--- src/rtl/inst_fetch.sv ---
// rtl/inst_fetch.sv - byte-serial instruction fetch with one-word output slot and a second held word
// Four byte reads are assembled little-endian into a 32-bit instruction per fetch_pc.
module inst_fetch #(
  parameter logic [31:0] RESET_PC = 32'h0000_0000
) (
  input  logic        clk,
  input  logic        rst_n,
  output logic        imem_req,
  output logic [31:0] imem_addr,
  input  logic        imem_ack,
  input  logic [7:0]  imem_rdata,
  input  logic        redirect_valid,
  input  logic [31:0] redirect_pc,
  input  logic        stall,
  output logic        inst_valid,
  output logic [31:0] inst_out,
  output logic [31:0] pc_out
);

  typedef enum logic {
    FETCH = 1'b0,
    FULL  = 1'b1
  } state_t;

  localparam logic [31:0] RESET_PC_ALIGNED = RESET_PC & ~32'h0000_0003;

  state_t      state, state_nxt;
  logic [31:0] fetch_pc;
  logic [1:0]  byte_cnt;
  logic [31:0] asm_reg;
  logic [31:0] asm_pc;

  logic        xfer;
  logic        slot_free;
  logic        fetch_ack;
  logic        word_done;
  logic        load_fetch;
  logic        load_held;
  logic [31:0] asm_word;

  // The request is gated by rst_n so it is low throughout reset yet
  // appears in the very first cycle after release.
  assign imem_req  = rst_n && (state == FETCH);
  assign imem_addr = fetch_pc + {30'b0, byte_cnt};

  assign xfer       = inst_valid && !stall;
  assign slot_free  = !inst_valid || xfer;
  assign fetch_ack  = (state == FETCH) && imem_ack;
  assign word_done  = fetch_ack && (byte_cnt == 2'd3);
  assign load_fetch = word_done && slot_free;
  assign load_held  = (state == FULL) && slot_free;
  assign asm_word   = {imem_rdata, asm_reg[23:0]};

  always_comb begin
    state_nxt = state;
    if (redirect_valid) begin
      state_nxt = FETCH;
    end else begin
      case (state)
        FETCH:   if (word_done && !slot_free) state_nxt = FULL;
        FULL:    if (slot_free)               state_nxt = FETCH;
        default: state_nxt = FETCH;
      endcase
    end
  end

  always_ff @(posedge clk or negedge rst_n) begin
    if (!rst_n) begin
      state <= FETCH;
    end else begin
      state <= state_nxt;
    end
  end

  always_ff @(posedge clk or negedge rst_n) begin
    if (!rst_n) begin
      fetch_pc   <= RESET_PC_ALIGNED;
      byte_cnt   <= 2'd0;
      asm_reg    <= 32'h0;
      asm_pc     <= 32'h0;
      inst_valid <= 1'b0;
      inst_out   <= 32'h0;
      pc_out     <= 32'h0;
    end else if (redirect_valid) begin
      fetch_pc   <= redirect_pc & ~32'h0000_0003;
      byte_cnt   <= 2'd0;
      asm_reg    <= 32'h0;
      inst_valid <= 1'b0;
    end else begin
      if (fetch_ack) begin
        // Lane 3 is written too, so a word that cannot leave yet is already whole in asm_reg.
        asm_reg[{byte_cnt, 3'b000} +: 8] <= imem_rdata;
        byte_cnt <= byte_cnt + 2'd1;
        if (word_done) begin
          asm_pc <= fetch_pc;
        end
      end

      if (load_fetch) begin
        inst_valid <= 1'b1;
        inst_out   <= asm_word;
        pc_out     <= fetch_pc;
        fetch_pc   <= fetch_pc + 32'd4;
      end else if (load_held) begin
        inst_valid <= 1'b1;
        inst_out   <= asm_reg;
        pc_out     <= asm_pc;
        fetch_pc   <= fetch_pc + 32'd4;
      end else if (xfer) begin
        inst_valid <= 1'b0;
      end
    end
  end

endmodule

--- config.mk ---
export PLATFORM = sky130hd
export DESIGN_NAME = inst_fetch
export DESIGN_NICKNAME = d
export VERILOG_FILES = /design/src/rtl/inst_fetch.sv
export SDC_FILE = /design/constraint.sdc
export NUM_CORES = 1
export LEC_CHECK = 0
export ABC_AREA = 1
export BUFFER_PORTS_ARGS = -buffer_cell sky130_fd_sc_hd__buf_2
export CORE_ASPECT_RATIO = 1.25
export CORE_MARGIN = 5
export CORE_UTILIZATION = 54
export DETAILED_ROUTE_END_ITERATION = 10
export MAX_ROUTING_LAYER = met4
export PLACE_DENSITY = 0.88
export SETUP_SLACK_MARGIN = 0.05
export SLEW_MARGIN = 20
export SYNTH_ARGS = -nofsm -noshare
export SYNTH_HDL_FRONTEND = slang
export SYNTH_SLANG_ARGS = --single-unit
--- constraint.sdc ---
create_clock -name clk -period 5.7 [get_ports clk]
set_input_delay 0.285 -clock clk [delete_from_list [all_inputs] [get_ports clk]]
set_output_delay 0.285 -clock clk [all_outputs]
set_load 0.005 [all_outputs]
Yosys cells after proc, flatten, opt, wreduce, memory -nomap -nowiden
Cells that the tools add are included.
{"block": "word_totals", "out_inout_bits": 98, "inputBits": 45, "regBits": 164}
{"block": "classes", "reduce_logical": 17, "n_mux": 20, "add_sub_neg": 4, "n_eq_ne": 1, "n_shift": 2, "n_bitwise": 2}
{"op": "32-bit two-way mux", "n": 9}
{"op": "32-bit by 2-bit adder with 32-bit output", "n": 1}
{"op": "32-bit by 3-bit adder with 32-bit output (second input constant)", "n": 1}
{"op": "32-bit bitwise mux", "n": 1}
{"op": "8-bit by 7-bit variable shift with 32-bit output (first input constant)", "n": 1}
{"op": "8-bit by 7-bit variable part select with 32-bit output", "n": 1}
{"op": "1-bit logical AND", "n": 7}
{"op": "1-bit two-way mux", "n": 7}
{"op": "5-bit negator with 7-bit output", "n": 1}
{"op": "2-bit two-way mux", "n": 2}
{"op": "2-bit nonzero test", "n": 2}
{"op": "4-bit nonzero test", "n": 1}
{"op": "1-bit zero test", "n": 3}
{"op": "3-bit AND reduction", "n": 1}
{"op": "3-bit nonzero test", "n": 1}
{"op": "2-bit by 1-bit adder with 2-bit output (second input constant)", "n": 1}
{"op": "2-bit equality test (second input constant)", "n": 1}
{"op": "1-bit NOT", "n": 2}
{"op": "1-bit one-hot mux with 2 select lines", "n": 1}
{"op": "2-bit AND reduction", "n": 1}
{"op": "1-bit logical OR", "n": 1}

Logic depth before layout (Yosys ltp)
{"block": "depth", "ltp_word": 8, "ltp_mapped": 10, "ltp_nobuf": 9}

Least setup slack after synthesis
No wires, ideal clock.
{"block": "synth_timing", "kind": "flip-flop to flip-flop", "from": "reg byte_cnt[0]", "to": "reg asm_reg[6]", "slack_ns": 3.787, "required_ns": 5.623, "path_stages_with_launch": 10, "period_less_slack_ns": 1.913, "arrival_time_ns": 1.835, "path_cell_list": "dfrtp_1 > inv_1 > clkbuf_1 > ha_1 > buf_2 > inv_2 > nor2_2 > buf_2 > o21ai_0 > a21oi_1"}
{"block": "synth_via", "elab_chain_cells": 5}
{"item": "start, declared", "line": "29", "rtl": "logic [1:0] byte_cnt;"}
{"item": "start signal, assigned", "line": "93", "rtl": "byte_cnt <= byte_cnt + 2'd1;"}
{"item": "5-bit negator with 7-bit output (*)", "line": "92", "rtl": "asm_reg[{byte_cnt, 3'b000} +: 8] <= imem_rdata;"}
{"item": "8-bit by 7-bit variable part select with 32-bit output or 8-bit by 7-bit variable shift with 32-bit output (tied branches)", "line": "92"}
{"item": "32-bit bitwise mux (*)", "line": "92"}
{"item": "32-bit two-way mux (*)", "line": "90", "rtl": "if (fetch_ack) begin"}
{"item": "32-bit two-way mux (*)", "line": "84", "rtl": "end else if (redirect_valid) begin"}
{"item": "end signal, assigned by index", "line": "92"}
{"item": "end, declared", "line": "30", "rtl": "logic [31:0] asm_reg;"}
Every way passes the cells marked *; elsewhere a longest branch is shown, timed or not. The select of a mux whose other input is x is not followed.
A chain may end at the register's enable or synchronous reset.

Worst setup path after layout
{"block": "layout_timing", "from": "reg byte_cnt[0]", "to": "reg pc_out[20]"}
{"block": "layout_via", "elab_chain_cells": 5}
{"item": "2-bit equality test (*)", "line": "49", "rtl": "assign word_done = fetch_ack && (byte_cnt == 2'd3);"}
{"item": "1-bit logical AND (*)", "line": "49"}
{"item": "1-bit logical AND (*)", "line": "50", "rtl": "assign load_fetch = word_done && slot_free;"}
{"item": "2-bit nonzero test (no line)"}
{"item": "2-bit AND reduction (no line)"}
{"item": "end signal, assigned", "line": "102", "rtl": "pc_out <= fetch_pc;"}
{"item": "end signal, assigned", "line": "107", "rtl": "pc_out <= asm_pc;"}
{"item": "end, declared", "line": "17", "rtl": "output logic [31:0] pc_out"}
Every way passes the cells marked *; elsewhere a longest branch is shown, timed or not.

==> out/metrics.csv <==
metric,value,unit
# DRC,0,
status,completed,
Avg Inst Size Synth,7.57,um^2
RSZ-0062 raised after global routing,no,
Hold WC Path Type,input pin to register,
Crit path depth,7,
Most Frequent Cell on Critical Path,nand2_1,
pwr/cell area,306,nW/um^2
total number of vias,6856,
"Cell Area, Synth",7830,um^2
clock root buffer,clkbuf_16,
Seq. cell area,3950,um^2
register area share after synthesis,50.5,%
# clock sinks,158,
critical path's top delay family,simple AND/OR/NAND/NOR gates,
Final setup viols,0,
Commonest cells post-synth,"380 x nand2_1, 158 x dfrtp_1, 89 x inv_1",
postcts setup bufs,0,
Area Overhead vs Synth,15.0,%
worst slew pin tran,1050,ps
Die Y,145,um
worst path cell trace,ha_1 -> a21oi_2 -> nor2_4 -> nand2_4 -> inv_2 -> nand2_1 -> nand2_1,
largest net degree at the start of global routing,91,
Slew headroom,30.2,%
Final Cell Area,9000,um^2
Placer Congestion,0.936,
post-cts resize count,0,
Post-DRT Antenna Nets,0,
initial antenna violation count,1,
global-route wire length before repair,33400,um
synth unique cells,32,
area of the multi-input gates,3140,um^2
Min-Delay Path Depth,3,
initial DRC count,552,
"Async S/R FF share, synth",100,%
Setup Skew,9.02,ps
WP data arrival,3290,ps
largest cells by area after synthesis,"dfrtp_1 51%, nand2_1 18%, o21ai_0 4.8%",
Final Max Tran Viols,0,
post-cts hold buffer count,1,
"Clk Latency, worst-skew pair",430,ps
type of the worst setup path,register to register,
Ys Warns,0,
DR WL/cell,15.4,um
core area,14300,um^2
number of buffers created by CTS,17,
maximum VDD drop,0.269,mV
TritonCTS clock tree,built,
"flops & latches, synth",158,
Synth Flop Type,dfrtp_1,
Syn Inst Count,1034,
DIE WIDTH,118,um
Setup TNS,0,ps
DRT Wirelength,20100,um
hold path start,redirect_pc[8],
layout cells sized above 1,16.7,%
CP endpoint kind,register,
Clock transition at path regs,60,ps
Lkg Pwr,4.72,nW
largest stage delay on the critical path,680,ps
Filler Cell Count,1249,
Reg2Reg Depth,7,
CP startpoint,byte_cnt[0],
standard-cell rows,49,
"Hold Vio Cnt, Final",0,
post-synth top area cell,dfrtp_1,
total power,2.76,mW
hold slack,92.1,ps
TritonRoute pass-1 iters,5,
CTS H-tree depth,4,
# nets final,1170,
placed insts,1276,
Total GRT Usage,25.0,%
Initial Utilization,54.8,%
required time of the critical path,6000,ps
area share of the leading cell type in the synthesized netlist,50.5,%
vias in the first global route,6726,
total grt overflow,0,
Max Clk Rate,335,MHz
IO Pins,143,
Max Cap Viol,0,
Setup crit start kind,register,
dpl cell area,8410,um^2
DR vias/cell,5.25,
DP HPWL,14000,um
# port buffers,138,
number of synthesized flops with an enable pin,0,
"count leader, synth",nand2_1,
Worst path slowest cell,nand2_4,
Period minus WS final,2990,ps
CP bufs+invs,1,
worst r2r src,byte_cnt[0],
Final Instance Count excl. Fillers,1306,
worst-path fanout max,90,
full die area,17000,um^2
Longest Clk Path Bufs,2,
Final period util,52.4,%
metal layers:
metal | routed length, um | global-route usage (%)
met5 | 0 | -
met4 | 688 | 12.1
met2 | 10200 | 41.8
met1 | 8060 | 28.8
met3 | 1090 | 5.52
cell families (layout without fill, tap and decap cells):
| logic type | after synthesis | count (layout) | synth area share (%) |
|---|---|---|---|
| other cells | 1 | 3 | 0.0479 |
| compound gates | 172 | 172 | 11.5 |
| xor+xnor | 5 | 5 | 0.560 |
| flops | 158 | 158 | 50.5 |
| buf+inv | 172 | 264 | 9.37 |
| fa+ha+maj | 7 | 7 | 1.12 |
| simple gates | 519 | 519 | 26.9 |
worst paths after layout:
check                              end  slack [ps]
min                        fetch_pc[8]          90
min reg2reg                inst_out[1]         470
max reg2reg                 pc_out[20]        2710
min in group asynchronous   asm_pc[16]         430
max in group asynchronous   pc_out[11]        4350
max                         pc_out[20]        2710
where the power goes:
part,leakage (nW),switching [mW],internal (mW)
sequential,2.12,0.0670,1.21
combinational,2.30,0.220,0.127
clock,0.290,0.426,0.712
total,4.72,0.713,2.05
final cells by class:
cell class / instances / share of cell area, %
repair buffers: 142 / 8.24
inverters: 94 / 3.95
clock inverters: 7 / 1.26
flip-flops and latches: 158 / 43.9
well taps: 178 / 2.47
multi-input cells: 705 / 34.9
clock buffers: 21 / 5.23
diodes: 1 / 0.0278
layout by cell type, fill, tap and decap left out, types with 4 or more instances in the layout:
cell / instances
nand3_1: 46
ha_1: 7
a21oi_1: 11
dfrtp_1: 158
o21ai_0: 75
clkbuf_16: 17
o21ai_1: 72
inv_2: 4
o211ai_1: 5
nand4_1: 17
inv_1: 89
xor2_1: 5
nor2_1: 62
nand2_1: 380
buf_2: 137
worst reg2reg max path: stages (launching register included):
cell,delay [ps]
dfrtp_1,470
ha_1,270
a21oi_2,290
nor2_4,90
nand2_4,680
inv_2,690
nand2_1,330
nand2_1,60
through the flow:
stage          util, %  worst slack (ps)
5_1_grt           63.0              2420
3_5_place_dp      58.9              2550
2_1_floorplan        -              3790
3_3_place_gp      58.9              2610
4_1_cts           63.0              2690
6_report          63.0              2710
(Power assumes the default switching activity.)
